`src/rtl/gsim_sched_if.sv`:
```
// Handshake and bus bundle between the solver I/O / datapath and the gsim_sched sequencer.
// Latency: none (wires only).
// Backpressure: none; in_en is a one-word-per-cycle strobe with no ready.
//
// Signals:
//   in_en      one b_in word valid this cycle                  (env -> sched)
//   cfg_eps    convergence threshold, unsigned Q16.16          (env -> sched)
//   delta_abs  |x_new - x_old| from datapath, valid on commit  (env -> sched)
//   ld_we/ld_idx             b/ans load write strobe and slot  (sched -> env)
//   upd_idx/upd_stage        variable and pipe stage in flight (sched -> env)
//   upd_commit               write datapath result to ans      (sched -> env)
//   round_cnt/converged/busy solve status                      (sched -> env)
//   rd_idx/out_valid         result read-out address / valid   (sched -> env)
interface gsim_sched_if;
    logic        in_en;
    logic [31:0] cfg_eps;
    logic [31:0] delta_abs;
    logic        ld_we;
    logic [3:0]  ld_idx;
    logic [3:0]  upd_idx;
    logic [2:0]  upd_stage;
    logic        upd_commit;
    logic [6:0]  round_cnt;
    logic        converged;
    logic        busy;
    logic [3:0]  rd_idx;
    logic        out_valid;

    // Environment side (top-level I/O plus datapath).
    modport master (
        output in_en, cfg_eps, delta_abs,
        input  ld_we, ld_idx, upd_idx, upd_stage, upd_commit,
        input  round_cnt, converged, busy, rd_idx, out_valid
    );

    // Sequencer side.
    modport slave (
        input  in_en, cfg_eps, delta_abs,
        output ld_we, ld_idx, upd_idx, upd_stage, upd_commit,
        output round_cnt, converged, busy, rd_idx, out_valid
    );
endinterface

```
`src/rtl/gsim_sched.sv`:
```
// Gauss-Seidel sequencer: b-vector load count, per-variable pipe stepping, round count, early exit, read-out.
// Latency: ld_we/upd_commit combinational from state; out_valid lags rd_idx by 1 cycle.
// Backpressure: none; load advances only on in_en, CALC and SEND run free with no stall.
//
// Ports: clk, reset (sync, active-high), io (gsim_sched_if.slave) carrying in_en, cfg_eps,
// delta_abs in; ld_we, ld_idx, upd_idx, upd_stage, upd_commit, round_cnt, converged, busy,
// rd_idx, out_valid out.
module gsim_sched #(
    parameter int N_VAR     = 16,
    parameter int PIPE_LAT  = 4,
    parameter int MAX_ROUND = 70,
    parameter int MIN_ROUND = 2
) (
    input  logic         clk,
    input  logic         reset,
    gsim_sched_if.slave  io
);

    localparam logic [3:0] LAST_IDX   = 4'(N_VAR - 1);
    localparam logic [2:0] LAST_STAGE = 3'(PIPE_LAT);
    localparam logic [6:0] LAST_ROUND = 7'(MAX_ROUND - 1);
    localparam logic [7:0] MIN_R      = 8'(MIN_ROUND);

    typedef enum logic [1:0] {
        S_LOAD = 2'd0,
        S_CALC = 2'd1,
        S_SEND = 2'd2
    } state_t;

    state_t      state_q,     state_d;
    logic [3:0]  cnt_q,       cnt_d;
    logic [2:0]  stage_q,     stage_d;
    logic [6:0]  round_q,     round_d;
    logic [31:0] max_delta_q, max_delta_d;
    logic [31:0] eps_q,       eps_d;
    logic        conv_q,      conv_d;
    logic        out_valid_q, out_valid_d;

    logic        in_load;
    logic        in_calc;
    logic        in_send;
    logic        stage_last;
    logic        cnt_last;
    logic [31:0] rmax;
    logic [7:0]  round_next;
    logic        early_ok;

    assign in_load    = (state_q == S_LOAD);
    assign in_calc    = (state_q == S_CALC);
    assign in_send    = (state_q == S_SEND);
    assign stage_last = (stage_q == LAST_STAGE);
    assign cnt_last   = (cnt_q == LAST_IDX);

    // Round maximum including the delta being committed this very cycle, so the
    // last variable of a round is judged within its own round.
    assign rmax       = (io.delta_abs > max_delta_q) ? io.delta_abs : max_delta_q;
    // One bit wider so MIN_ROUND up to 127 compares without wrap.
    assign round_next = {1'b0, round_q} + 8'd1;
    assign early_ok   = (rmax <= eps_q) && (round_next >= MIN_R);

    always_comb begin
        state_d     = state_q;
        cnt_d       = cnt_q;
        stage_d     = stage_q;
        round_d     = round_q;
        max_delta_d = max_delta_q;
        eps_d       = eps_q;
        conv_d      = conv_q;
        out_valid_d = in_send;

        case (state_q)
            S_LOAD: begin
                if (io.in_en) begin
                    if (cnt_last) begin
                        // Last b word: open a fresh solve and latch the threshold.
                        state_d     = S_CALC;
                        cnt_d       = 4'd0;
                        stage_d     = 3'd0;
                        round_d     = 7'd0;
                        max_delta_d = 32'd0;
                        eps_d       = io.cfg_eps;
                        conv_d      = 1'b0;
                    end else begin
                        cnt_d = cnt_q + 4'd1;
                    end
                end
            end

            S_CALC: begin
                if (stage_last) begin
                    stage_d     = 3'd0;
                    max_delta_d = rmax;
                    if (cnt_last) begin
                        // Round end: round_cnt counts every finished round, exits included.
                        cnt_d       = 4'd0;
                        round_d     = round_next[6:0];
                        max_delta_d = 32'd0;
                        if (early_ok) begin
                            state_d = S_SEND;
                            conv_d  = 1'b1;
                        end else if (round_q == LAST_ROUND) begin
                            state_d = S_SEND;
                            conv_d  = 1'b0;
                        end
                    end else begin
                        cnt_d = cnt_q + 4'd1;
                    end
                end else begin
                    stage_d = stage_q + 3'd1;
                end
            end

            S_SEND: begin
                if (cnt_last) begin
                    state_d = S_LOAD;
                    cnt_d   = 4'd0;
                end else begin
                    cnt_d = cnt_q + 4'd1;
                end
            end

            default: begin
                state_d = S_LOAD;
                cnt_d   = 4'd0;
                stage_d = 3'd0;
            end
        endcase
    end

    always_ff @(posedge clk) begin
        if (reset) begin
            state_q     <= S_LOAD;
            cnt_q       <= 4'd0;
            stage_q     <= 3'd0;
            round_q     <= 7'd0;
            max_delta_q <= 32'd0;
            eps_q       <= 32'd0;
            conv_q      <= 1'b0;
            out_valid_q <= 1'b0;
        end else begin
            state_q     <= state_d;
            cnt_q       <= cnt_d;
            stage_q     <= stage_d;
            round_q     <= round_d;
            max_delta_q <= max_delta_d;
            eps_q       <= eps_d;
            conv_q      <= conv_d;
            out_valid_q <= out_valid_d;
        end
    end

    // Write strobes are masked by reset so an abort takes effect in the reset cycle itself.
    assign io.ld_we      = io.in_en & in_load & ~reset;
    assign io.upd_commit = in_calc & stage_last & ~reset;

    // Index outputs are zero outside their own phase.
    assign io.ld_idx     = in_load ? cnt_q   : 4'd0;
    assign io.upd_idx    = in_calc ? cnt_q   : 4'd0;
    assign io.upd_stage  = in_calc ? stage_q : 3'd0;
    assign io.rd_idx     = in_send ? cnt_q   : 4'd0;

    assign io.round_cnt  = round_q;
    assign io.converged  = conv_q;
    assign io.busy       = ~in_load;
    assign io.out_valid  = out_valid_q;

endmodule

```
`src/flat_wrapper.sv`:
```
// flat-port wrapper written by rule: the top's interface ports become plain ports
module gsim_sched_flat 
#(
    parameter int N_VAR     = 16,
    parameter int PIPE_LAT  = 4,
    parameter int MAX_ROUND = 70,
    parameter int MIN_ROUND = 2
)
  (clk, reset, io_in_en, io_cfg_eps, io_delta_abs, io_ld_we, io_ld_idx, io_upd_idx, io_upd_stage, io_upd_commit, io_round_cnt, io_converged, io_busy, io_rd_idx, io_out_valid);
  gsim_sched_if io_i ();
  input  logic clk;
  input  logic reset;
  input wire logic [$bits(io_i.in_en)-1:0] io_in_en;
  input wire logic [$bits(io_i.cfg_eps)-1:0] io_cfg_eps;
  input wire logic [$bits(io_i.delta_abs)-1:0] io_delta_abs;
  output wire logic [$bits(io_i.ld_we)-1:0] io_ld_we;
  output wire logic [$bits(io_i.ld_idx)-1:0] io_ld_idx;
  output wire logic [$bits(io_i.upd_idx)-1:0] io_upd_idx;
  output wire logic [$bits(io_i.upd_stage)-1:0] io_upd_stage;
  output wire logic [$bits(io_i.upd_commit)-1:0] io_upd_commit;
  output wire logic [$bits(io_i.round_cnt)-1:0] io_round_cnt;
  output wire logic [$bits(io_i.converged)-1:0] io_converged;
  output wire logic [$bits(io_i.busy)-1:0] io_busy;
  output wire logic [$bits(io_i.rd_idx)-1:0] io_rd_idx;
  output wire logic [$bits(io_i.out_valid)-1:0] io_out_valid;
  assign io_i.in_en = io_in_en;
  assign io_i.cfg_eps = io_cfg_eps;
  assign io_i.delta_abs = io_delta_abs;
  assign io_ld_we = io_i.ld_we;
  assign io_ld_idx = io_i.ld_idx;
  assign io_upd_idx = io_i.upd_idx;
  assign io_upd_stage = io_i.upd_stage;
  assign io_upd_commit = io_i.upd_commit;
  assign io_round_cnt = io_i.round_cnt;
  assign io_converged = io_i.converged;
  assign io_busy = io_i.busy;
  assign io_rd_idx = io_i.rd_idx;
  assign io_out_valid = io_i.out_valid;
  gsim_sched #(.N_VAR(N_VAR), .PIPE_LAT(PIPE_LAT), .MAX_ROUND(MAX_ROUND), .MIN_ROUND(MIN_ROUND)) u_core (.clk(clk), .reset(reset), .io(io_i));
endmodule
```
`config.mk`:
```
export PLATFORM = sky130hd
export DESIGN_NAME = gsim_sched_flat
export DESIGN_NICKNAME = d
export VERILOG_FILES = /design/src/rtl/gsim_sched_if.sv /design/src/rtl/gsim_sched.sv /design/src/flat_wrapper.sv
export SDC_FILE = /design/constraint.sdc
export NUM_CORES = 1
export LEC_CHECK = 0
export CELL_PAD_IN_SITES_DETAIL_PLACEMENT = 1
export CELL_PAD_IN_SITES_GLOBAL_PLACEMENT = 2
export CORE_MARGIN = 2
export CORE_UTILIZATION = 34
export CTS_BUF_LIST = sky130_fd_sc_hd__clkbuf_8
export DETAILED_ROUTE_END_ITERATION = 16
export PLACE_DENSITY = 0.88
export SLEW_MARGIN = 10
export SYNTH_ARGS = -nofsm -noshare
export SYNTH_HDL_FRONTEND = slang
export SYNTH_SLANG_ARGS = --single-unit
```
`constraint.sdc`:
```
create_clock -name clk -period 7.55 [get_ports clk]
set_input_delay 0.755 -clock clk [delete_from_list [all_inputs] [get_ports clk]]
set_output_delay 0.755 -clock clk [all_outputs]
set_load 0.01 [all_outputs]
```
# Word-level counts from Yosys, hierarchy flattened
# Cells that the tools add are included.
dict set report word_totals {
  reg_bits 82
  latch_bits 0
  mem_bits_rw 0
  mem_bits_ro 0
  in_bits 67
  output_inout_bits 27
  n_memories 0
}
dict set report op_classes {
  addsub 3
  n_mul 0
  div_mod_pow 0
  n_lt_le_gt_ge 3
  n_eq_ne 11
  shifts 0
  muxes 38
  bitwise 7
  n_reduce_logical 10
}
# op count
set ops {}
lappend ops {{two-way mux 32 bit} 5}
lappend ops {{case mux 32 bit (2 select lines)} 1}
lappend ops {{> comparator 32 bit} 1}
lappend ops {{<= comparator 32 bit} 1}
lappend ops {{two-way mux 7 bit} 4}
lappend ops {{two-way mux 4 bit} 6}
lappend ops {{two-way mux 2 bit} 7}
lappend ops {{case mux 7 bit (2 select lines)} 1}
lappend ops {{two-way mux 3 bit} 4}
lappend ops {{case mux 4 bit (3 select lines)} 1}
lappend ops {{AND reduction 6 bit} 2}
lappend ops {{!= test 2 bit (second input constant)} 5}
lappend ops {{case mux 3 bit (3 select lines)} 1}
lappend ops {{adder 7 x 1 -> 8 bit (second input constant)} 1}
lappend ops {{>= comparator 8 x 2 -> 1 bit (second input constant)} 1}
lappend ops {{equality test 7 bit (second input constant)} 1}
lappend ops {{two-way mux 1 bit} 6}
lappend ops {{case mux 2 bit (3 select lines)} 1}
lappend ops {{AND reduction 3 bit} 2}
lappend ops {{AND reduction 5 bit} 1}
lappend ops {{adder 4 x 1 -> 4 bit (second input constant)} 1}
lappend ops {{AND 1 bit} 4}
lappend ops {{equality test 4 bit (second input constant)} 1}
lappend ops {{AND reduction 4 bit} 1}
lappend ops {{11 further kinds} 13}

# Depth between registers and ports, before layout
# Gate-level depths: netlist of run 1.
dict set report depth {
  word_depth 8
  ltp_mapped 19
  mapped_depth_nobuf 17
}

# Worst setup path before layout of run 1
# No wires, ideal clock.
dict set report synth_path {
  kind {input port to flip-flop}
  from {in io_delta_abs[5]}
  to {reg u_core.conv_q, in the netlist u_core.io.converged}
  t_arrival_ns 4.204
  required_time_ns 7.476
  path_slack_ns 3.272
  cell_stages 18
  path_buffers 2
  cell_sequence {ha_1 -> a21oi_1 -> nor2_1 -> a211oi_2 -> o21ai_1 -> o41a_1 -> or2_1 -> buf_4 -> buf_2 -> o21ai_0 -> ha_1 -> nand4_1 -> or4_1 -> nor2_1 -> nand4_1 -> a21boi_1 -> or2_2 -> a31oi_1}
}
dict set report synth_between {
  elab_chain_cells 8
}
# item line
set synth_lines {}
lappend synth_lines {{start, declared} flat_wrapper.sv:15} ;# input wire logic [$bits(io_i.delta_abs)-1:0] io_delta_abs;
lappend synth_lines {{> comparator 32 bit} gsim_sched.sv:56} ;# assign rmax = (io.delta_abs > max_delta_q) ? io.delta_abs : max_delta_q;
lappend synth_lines {{two-way mux 32 bit (*)} gsim_sched.sv:56}
lappend synth_lines {{<= comparator 32 bit (*)} gsim_sched.sv:59} ;# assign early_ok = (rmax <= eps_q) && (round_next >= MIN_R);
lappend synth_lines {{logical AND 1 bit (*)} gsim_sched.sv:59}
lappend synth_lines {{two-way mux 1 bit} gsim_sched.sv:98} ;# if (early_ok) begin
lappend synth_lines {{two-way mux 1 bit} gsim_sched.sv:93} ;# if (cnt_last) begin
lappend synth_lines {{two-way mux 1 bit} gsim_sched.sv:90} ;# if (stage_last) begin
lappend synth_lines {{case mux 1 bit (2 select lines)} gsim_sched.sv:71} ;# case (state_q)
lappend synth_lines {{end signal, assigned} gsim_sched.sv:147} ;# conv_q <= conv_d;
lappend synth_lines {{end, declared} gsim_sched.sv:36} ;# logic conv_q, conv_d;
# Every way passes the cells marked *; elsewhere a longest branch is shown, timed or not. The select of a mux whose other input is x is not followed.
# A chain may end at the register's enable or synchronous reset.

# Worst setup path after layout of run 1
dict set report layout_path {
  from {in io_delta_abs[30]}
  to {reg u_core.state_q[1]}
}
dict set report layout_between {
  elab_chain_cells 8
}
# item line
set layout_lines {}
lappend layout_lines {{> comparator 32 bit} gsim_sched.sv:56}
lappend layout_lines {{two-way mux 32 bit (*)} gsim_sched.sv:56}
lappend layout_lines {{<= comparator 32 bit (*)} gsim_sched.sv:59}
lappend layout_lines {{logical AND 1 bit (*)} gsim_sched.sv:59}
lappend layout_lines {{two-way mux 2 bit} gsim_sched.sv:98}
lappend layout_lines {{two-way mux 2 bit} gsim_sched.sv:93}
lappend layout_lines {{two-way mux 2 bit} gsim_sched.sv:90}
lappend layout_lines {{case mux 2 bit (3 select lines)} gsim_sched.sv:71}
lappend layout_lines {{end signal, assigned} gsim_sched.sv:141} ;# state_q <= state_d;
lappend layout_lines {{end, declared} gsim_sched.sv:30} ;# state_t state_q, state_d;
# Marks and branches as above.

==> results of run 1 <==
-- power groups by stage --
stage | clock network [mW] | logic (mW) | registers, mW
6_report | 0.338 | 0.141 | 0.434
5_1_grt | 0.366 | 0.157 | 0.435
4_1_cts | 0.350 | 0.142 | 0.434
3_5_place_dp | 0 | 0.141 | 0.444
3_3_place_gp | 0 | 0.133 | 0.444
2_1_floorplan | 0 | 0.0734 | 0.444
-- flip-flops by register name (all words and copies together) (netlist names) --
signal               cells
u_core.max_delta_q      32
u_core.io.out_valid      1
u_core.cnt_q             4
u_core.io.converged      1
u_core.state_q           2
u_core.stage_q           3
u_core.io.round_cnt      7
u_core.eps_q            32
-- cells in the mapped netlist, drive strengths merged (9+ instances only) --
master	count
inv	68
ha	70
nand3	14
and2	13
nor2b	9
buf	13
a32o	32
dfxtp	82
a21oi	70
nand4	15
o21ai	75
clkbuf	23
nor2	28
nand2	82
-- tightest hold or removal path, delay by kind of cell (launching register included) --
| family | cells | cell delay (ns) |
|---|---|---|
| AO/OA/AOI/OAI | 1 | 0.05 |
| AND/OR/NAND/NOR | 1 | 0.05 |
| flip-flops | 1 | 0.32 |
-- metrics by stage --
stage / utilization / setup slack [ns] / power (mW) / hold slack, ns / cells
2_1_floorplan: - / 3.27 / 0.517 / 0.436 / 663
3_3_place_gp: 0.416 / 1.14 / 0.578 / 0.445 / 915
3_5_place_dp: 0.416 / 0.949 / 0.585 / 0.449 / 915
4_1_cts: 0.430 / 1.35 / 0.926 / 0.462 / 931
5_1_grt: 0.430 / 0.901 / 0.958 / 0.484 / 931
6_report: 0.430 / 1.23 / 0.914 / 0.458 / 931
-- per-layer routing --
metal | wire length, um | global-route usage | part of all wire | up-vias
met5 | 0 | 0 | 0 | -
met4 | 210 | 0.0543 | 0.013 | 0
met3 | 681 | 0.0451 | 0.043 | 18
met2 | 7370 | 0.331 | 0.46 | 114
met1 | 7670 | 0.266 | 0.48 | 2418
li1 | - | - | - | 2509
-- path summary, 6_finish.rpt --
check                                       from                             end  cells past startpoint
max reg2reg  u_core.max_delta_q[31]$_SDFFE_PP0P_  u_core.state_q[1]$_SDFFE_PP0P_                     17
max                             io_delta_abs[30]  u_core.state_q[1]$_SDFFE_PP0P_                     17
min                u_core.eps_q[29]$_SDFFE_PP0P_   u_core.eps_q[29]$_SDFFE_PP0P_                      2
min reg2reg        u_core.eps_q[29]$_SDFFE_PP0P_   u_core.eps_q[29]$_SDFFE_PP0P_                      2
-- final cells by class --
| type | instances | area (um^2) |
|---|---|---|
| Fill cell | 1837 | 8600 |
| Multi-Input combinational cell | 477 | 3170 |
| Sequential cell | 82 | 1640 |
| Tap cell | 188 | 235 |
| Timing Repair Buffer | 100 | 978 |
| Clock buffer | 10 | 138 |
| Clock inverter | 6 | 66.3 |
| Inverter | 68 | 255 |
-- cell usage in the layout, fill, tap and decap left out, drive strengths merged, types with 2 or more instances in the layout --
cell           Yosys  routed
a21oi             70      70
a22oi              2       2
o211ai             2       2
clkbuf            23      10
or2                3       3
clkinv             0       5
buf               13       8
ha                70      70
a21o               8       8
inv               68      68
nand2             82      82
a32o              32      32
a21boi             3       3
nor3               8       8
or3                4       4
and3               6       6
a31oi              2       2
nor3b              4       4
nor4               5       5
dfxtp             82      82
clkdlybuf4s50      0      92
nor2              28      28
and2              13      13
nor4b              2       2
a211oi             4       4
nand4             15      15
nand3             14      14
o21ai             75      75
nor2b              9       9
-- cell families after synthesis --
kind of cell	count (synthesis)	synth area share
AO/OA/AOI/OAI	207	0.248
XOR/XNOR	1	0.00168
adder cells (fa/ha/maj)	70	0.168
buffers and inverters	104	0.0831
flip-flops	82	0.314
multiplexers	1	0.00192
AND/OR/NAND/NOR	198	0.184
==> impl_metrics.csv, run 1 <==
group,metric,value,unit
worst_setup_path,required,7.83,ns
routing,drtAntennaViolNets,0,
timing,rsz0062_at_grt,"no",
run_status,status,"completed",
worst_setup_path,critPathCaptureType,"register",
clock_network,cts_tree,"yes",
place,dpl-instance-area,6280,um^2
routing,drc,0,
timing,fmax,158,MHz
timing,setup_viol,0,
clock_network,cts_root_buf,"clkbuf_8",
floorplan,num_rows,45,
worst_setup_path,rrSetupSlack,1.70,ns
cells_and_area,syn_to_final_growth,24.1,%
yosys,ys_types,51,
yosys,synthTopCellsByArea,"dfxtp_1 31%, ha_1 17%, a21oi_1 6.7%, a32o_1 6.1%, nand2_1 5.9%",
clock_network,cts_max_path_buffers,2,
worst_setup_path,start_kind,"primary input",
pwr,powerDensity,141,nW/um^2
worst_setup_path,cp_data_arrival_time,6.60,ns
routing,routed_wl,15900,um
pwr,swShare,0.275,
cells_and_area,diodes,0,
yosys,async_flop_share,0,
routing,dr.pass1.iters,5,
pwr,internal-power,0.662,mW
worst_setup_path,path_delay_family,"simple AND/OR/NAND/NOR gates",
worst_setup_path,cp.buffers_inverters,2,
routing,vias,5059,
floorplan,dieArea,16400,um^2
timing,clock_skew,0.0125,ns
timing,worst_pin_slew,1.21,ns
place,gp_congestion,0.851,
worst_setup_path,cp_slowest_stage_delay,0.97,ns
yosys,avgSynthCellArea,7.88,um^2
cells_and_area,num-nets-final,875,
floorplan,die_h,128,um
global_routing,grt.total_usage,0.201,
clock_network,clkSlewWorstSetupHoldPaths,0.09,ns
yosys,ys_ff_latch,82,
global_routing,overflow,0,
timing,min_period,6.32,ns
worst_setup_path,crit_path_top_delay_cell,"o41a_1",
pwr,power_frac_seq,0.475,
yosys,synth_enable_flop_cells,0,
pwr,comb_power_share,0.155,
pwr,clockPowerShare,0.370,
yosys,synthCells,663,
flow_run,max-cap-violations,0,
yosys,yosys.area.top_type,"dfxtp_1",
yosys,ys.flop_type,"dfxtp_1",
worst_setup_path,crit_chain,"clkdlybuf4s50_1, ha_1, nand4_1, nor4_1, nor2b_1, o41a_1, or2_2, buf_4, o21ai_1, ha_1, nand2_1, nor4_1, a21boi_0, o41ai_1, a21boi_1, nand2_1, a22o_1",
routing,via_per_inst,5.43,
clock_network,cts_resized,0,
place,place.port_buffers,93,
pwr,peakVddDrop,0.0000693,V
clock_network,clock_sinks,82,
cells_and_area,fin_area,6490,um^2
place,dp_hpwl,12000,um
yosys,synth.cell_area,5230,um^2
hold_path,hold_path.class,"reg2reg",
pwr,p_switching,0.251,mW
clock_network,cts_htree_levels,3,
cells_and_area,drive_above_1_share,0.0404,
floorplan,coreArea,15100,um^2
global_routing,antenna_found_initial,0,
yosys,yosys_warnings,0,
timing,hold_viol,0,
yosys,synth_fp_nets,800,
routing,first_iter_violations,296,
timing,slew_headroom,0.196,
routing,wl_per_cell,17.1,um
yosys,synth_top_area_frac,0.314,
worst_setup_path,crit_type,"in2reg",
global_routing,grt_pass1_wl,26300,um
worst_setup_path,crit_fanout,43,
pwr,leakagePower,2.26,nW
clock_network,numCtsBuffers,9,
floorplan,die_width,128,um
timing,fin_tns_setup,0,ns
clock_network,cts_hold_buffers,0,
timing,final.period_utilization,0.837,
floorplan,io_pins,94,
floorplan,initial_core_util,0.346,
global_routing,grt_max_degree,55,
timing,final-max-slew-violation-count,0,
clock_network,clk_latency,0.38,ns
global_routing,grt_pass1_vias,5265,
yosys,yosysSeqAreaShare,0.314,
clock_network,postCtsSetupRepairBufs,0,
Note: power is estimated with default switching activity, not from simulation.
==> run 2: changes to the inputs <==
CORE_UTILIZATION = 29   (was 34)
PLACE_DENSITY = 0.8   (was 0.88)
clock period = 5.52 ns   (was 7.55 ns; I/O delays follow)
==> impl_metrics.csv, run 2 (synthesis results as in run 1) <==
group,metric,value,unit
run_status,status,"completed",
routing,first_iter_violations,267,
cells_and_area,instances_no_fill,974,
worst_setup_path,crit-reg2reg-launch,"u_core.max_delta_q[13]$_SDFFE_PP0P_",
timing,final-max-slew-violation-count,0,
cells_and_area,final_util,0.369,
timing,setup_viol,0,
place,place.port_buffers,93,
timing,final.period_utilization,0.876,
routing,via_per_inst,5.21,
hold_path,hp-start,"u_core.eps_q[20]$_SDFFE_PP0P_",
place,dpl-instance-area,6350,um^2
clock_network,cts_htree_levels,3,
floorplan,io_pins,94,
worst_setup_path,required,5.83,ns
worst_setup_path,cp_data_arrival_time,5.15,ns
timing,slew_headroom,0.552,
pwr,peakVddDrop,0.000109,V
cells_and_area,fin_area,6580,um^2
global_routing,grt.total_usage,0.172,
floorplan,num_rows,49,
worst_setup_path,critPathCaptureType,"register",
timing,min_period,4.84,ns
hold_path,whs_path_depth,2,
routing,vias,5077,
global_routing,antenna_found_initial,0,
routing,drtAntennaViolNets,0,
pwr,leakagePower,2.27,nW
hold_path,hold_path.class,"reg2reg",
timing,clock_skew,0.0115,ns
clock_network,numCtsBuffers,9,
worst_setup_path,critPathLaunch,"io_delta_abs[14]",
floorplan,die_width,138,um
worst_setup_path,start_kind,"primary input",
clock_network,clk_latency,0.38,ns
timing,rsz0062_at_grt,"no",
floorplan,initial_core_util,0.293,
clock_network,cts_tree,"yes",
timing,hold_viol,0,
clock_network,clock_sinks,82,
global_routing,grt_pass1_vias,5277,
routing,routed_wl,16300,um
global_routing,overflow,0,
global_routing,grt_max_degree,55,
cells_and_area,final_common_cell,"clkdlybuf4s50_1",
timing,worst_pin_slew,0.667,ns
routing,wl_per_cell,16.8,um
place,dp_hpwl,12400,um
timing,fin_tns_setup,0,ns
floorplan,coreArea,17800,um^2
pwr,total_power,1.30,mW
worst_setup_path,reg2regPathDepth,18,
clock_network,cts_max_path_buffers,2,
cells_and_area,drive_above_1_share,0.0443,
clock_network,clkSlewWorstSetupHoldPaths,0.09,ns
cells_and_area,diodes,0,
floorplan,die_h,138,um
worst_setup_path,crit_fanout,23,
clock_network,cts_resized,0,
worst_setup_path,crit_type,"in2reg",
flow_run,max-cap-violations,0,
floorplan,dieArea,19100,um^2
place,gp_congestion,0.853,
clock_network,postCtsSetupRepairBufs,0,
clock_network,cts_root_buf,"clkbuf_8",
timing,fmax,207,MHz
routing,drc,0,
place,dp.cells,958,
routing,dr.pass1.iters,4,
pwr,powerDensity,198,nW/um^2
clock_network,cts_hold_buffers,0,
cells_and_area,num-nets-final,877,
cells_and_area,syn_to_final_growth,26.0,%
global_routing,grt_pass1_wl,26800,um
cells_and_area,final_cell_mix,"92 x clkdlybuf4s50_1, 82 x nand2_1, 82 x dfxtp_1",
run 2: cell count changes in the layout (fill, tap and decap cells not counted):
cell        change
bufinv_16       +1
clkinv_2        -1
clkinvlp_4      +1
clkinv_4        -1
buf_4           +2
nand3_2         +1
nand3_1         -1
run 2: final cells by class:
cell class,instances,area (um^2)
clock buffers,10,138
fillers,2155,11300
clock inverters,6,90.1
flip-flops and latches,82,1640
inverters,68,255
well taps,229,287
multi-input cells,477,3180
repair buffers,102,993
run 2: per-stage QoR:
stage	hold slack, ns	setup WS (ns)
floorplan	0.436	1.45
global placement	0.446	0.459
detailed placement	0.449	0.306
finish	0.460	0.683
global route	0.486	0.376
CTS	0.462	0.710
run 2: critical path, cell delays in order:
cell	delay, ns
clkdlybuf4s50_1	0.47
ha_1	0.33
nand4_1	0.13
or2_1	0.29
nor3_1	0.35
nor2b_1	0.09
o41a_1	0.12
or2_2	0.49
buf_4	0.27
o21ai_0	0.21
ha_1	0.18
nand4_1	0.15
or4_1	0.58
nor2_1	0.17
nand4_1	0.11
a21boi_1	0.20
or2_2	0.30
a31oi_1	0.15
run 2: final timing paths:
kind | to | slack (ns)
max | u_core.io.converged$_SDFFE_PP0P_ | 0.68
max reg2reg | u_core.io.converged$_SDFFE_PP0P_ | 0.95
min reg2reg | u_core.eps_q[20]$_SDFFE_PP0P_ | 0.46
min | u_core.eps_q[20]$_SDFFE_PP0P_ | 0.46
run 2: per-layer routing:
metal  track usage  part of all wire
met2         0.276              0.45
met5             0                 0
met4        0.0532             0.014
met3        0.0364             0.040
met1         0.234              0.49
run 2: power by group:
part	internal (mW)	switching, mW
combinational	0.0935	0.103
clock	0.268	0.243
sequential	0.592	0.00178
total	0.953	0.348
==> run 3: changes to the inputs <==
CORE_MARGIN = 8   (was 2)
CORE_UTILIZATION = 32   (was 29)
PLACE_DENSITY = 0.83   (was 0.8)
clock period = 5.5 ns   (was 5.52 ns; I/O delays follow)
==> impl_metrics.csv, run 3 (synthesis results as in run 1) <==
group,metric,value,unit
run_status,status,"completed",
timing,slew_headroom,0.565,
timing,worst_pin_slew,0.647,ns
timing,setup_viol,0,
routing,via_per_inst,5.32,
worst_setup_path,critPathLaunch,"io_delta_abs[15]",
clock_network,cts_hold_buffers,0,
timing,final.period_utilization,0.878,
cells_and_area,syn_to_final_growth,25.4,%
cells_and_area,drive_above_1_share,0.0430,
timing,fin_hold_ws,0.460,ns
pwr,peakVddDrop,0.000141,V
clock_network,clk_latency,0.38,ns
worst_setup_path,critPathCaptureType,"register",
clock_network,clkSlewWorstSetupHoldPaths,0.09,ns
timing,min_period,4.83,ns
floorplan,die_width,144,um
place,gp_congestion,0.820,
routing,first_iter_violations,222,
floorplan,dieArea,20700,um^2
routing,drtAntennaViolNets,0,
hold_path,hold_path.class,"reg2reg",
global_routing,antenna_found_initial,0,
global_routing,grt.total_usage,0.168,
cells_and_area,final_common_cell,"clkdlybuf4s50_1",
flow_run,max-cap-violations,0,
worst_setup_path,crit-reg2reg-launch,"u_core.max_delta_q[13]$_SDFFE_PP0P_",
worst_setup_path,endpoint,"u_core.io.converged$_SDFFE_PP0P_",
timing,fin_tns_setup,0,ns
routing,drc,0,
worst_setup_path,r2r-end,"u_core.io.converged$_SDFFE_PP0P_",
timing,hold_viol,0,
floorplan,die_h,144,um
pwr,leakagePower,2.27,nW
routing,dr.pass1.iters,5,
floorplan,initial_core_util,0.328,
cells_and_area,fin_area,6550,um^2
clock_network,cts_resized,0,
routing,vias,5103,
cells_and_area,final_util,0.411,
worst_setup_path,cp_slowest_stage_delay,0.48,ns
clock_network,numCtsBuffers,9,
clock_network,cts_tree,"yes",
worst_setup_path,cp_data_arrival_time,5.14,ns
worst_setup_path,start_kind,"primary input",
worst_setup_path,crit_path_top_delay_cell,"clkdlybuf4s50_1",
floorplan,io_pins,94,
global_routing,grt_pass1_wl,27500,um
pwr,powerDensity,196,nW/um^2
worst_setup_path,rrSetupSlack,0.96,ns
cells_and_area,num-nets-final,877,
worst_setup_path,required,5.81,ns
worst_setup_path,crit_type,"in2reg",
clock_network,cts_root_buf,"clkbuf_8",
place,place.port_buffers,93,
floorplan,coreArea,15900,um^2
timing,fmax,207,MHz
global_routing,grt_max_degree,55,
clock_network,cts_htree_levels,3,
global_routing,overflow,0,
routing,wl_per_cell,17.4,um
timing,rsz0062_at_grt,"no",
timing,final-max-slew-violation-count,0,
clock_network,cts_max_path_buffers,2,
worst_setup_path,reg2regPathDepth,17,
clock_network,clock_sinks,82,
cells_and_area,final_cell_mix,"92 x clkdlybuf4s50_1, 82 x nand2_1, 82 x dfxtp_1",
floorplan,num_rows,46,
timing,clock_skew,0.00772,ns
global_routing,grt_pass1_vias,5409,
worst_setup_path,crit_chain,"clkdlybuf4s50_1, ha_1, nand4_1, or2_1, nor3_1, nor2b_1, o41a_1, or2_2, o21ai_0, ha_1, nand4_1, nor2_1, a221o_1, nor4b_1, a21boi_1, or2_2, a31oi_1",
clock_network,postCtsSetupRepairBufs,0,
cells_and_area,diodes,0,
worst_setup_path,crit_fanout,18,
place,dpl-instance-area,6330,um^2
place,dp_hpwl,12900,um
routing,routed_wl,16700,um
-- run 3: cell types whose count changed in the layout (fill, tap and decap cells not counted), sizes merged --
| cell | delta |
|---|---|
| clkbuf | -1 |
| inv | +2 |
| clkinv | -2 |
-- run 3: layout make-up --
type	instances	area, um^2
clock buffer	9	124
tap	216	270
fill	1953	9390
sequential	82	1640
timing repair buffer	102	993
inverter	68	255
clock inverter	6	90.1
multi-input combinational	477	3180
-- run 3: how the worst min path moves through the flow --
stage                                             start                                   to  slack [ns]  cells past startpoint
global placement          u_core.eps_q[20]$_SDFFE_PP0P_        u_core.eps_q[20]$_SDFFE_PP0P_        0.44                      2
finish                    u_core.eps_q[23]$_SDFFE_PP0P_        u_core.eps_q[23]$_SDFFE_PP0P_        0.46                      2
global route        u_core.max_delta_q[25]$_SDFFE_PP0P_  u_core.max_delta_q[25]$_SDFFE_PP0P_        0.49                      1
floorplan                 u_core.eps_q[10]$_SDFFE_PP0P_        u_core.eps_q[10]$_SDFFE_PP0P_        0.44                      2
detailed placement   u_core.max_delta_q[2]$_SDFFE_PP0P_   u_core.max_delta_q[2]$_SDFFE_PP0P_        0.45                      1
CTS                        u_core.eps_q[4]$_SDFFE_PP0P_         u_core.eps_q[4]$_SDFFE_PP0P_        0.47                      2
-- run 3: per-stage QoR --
stage	power, mW	setup slack, ns	instances
after global placement	0.794	0.412	945
after floorplan	0.710	1.43	663
after detailed placement	0.803	0.258	945
final	1.28	0.672	960
after CTS	1.31	0.679	960
after global routing	1.35	0.405	960
-- run 3: worst max-delay path: cells and delay by family --
family          cells  cell delay, ns
compound gates      5            1.17
fa+ha+maj           2            0.65
buf+inv             1            0.48
simple gates        9            2.27
-- run 3: power by group --
part | switching [mW] | total, mW | leakage (nW) | internal (mW)
registers | 0.00178 | 0.596 | 0.660 | 0.594
logic | 0.0996 | 0.193 | 1.50 | 0.0936
clock network | 0.240 | 0.495 | 0.106 | 0.256
-- run 3: metal layers --
metal	GRT usage	share of wire	up-vias
li1	-	-	2508
met1	0.207	0.47	2486
met2	0.275	0.46	96
met3	0.0574	0.060	13
met4	0.0421	0.011	0
met5	0	0	-
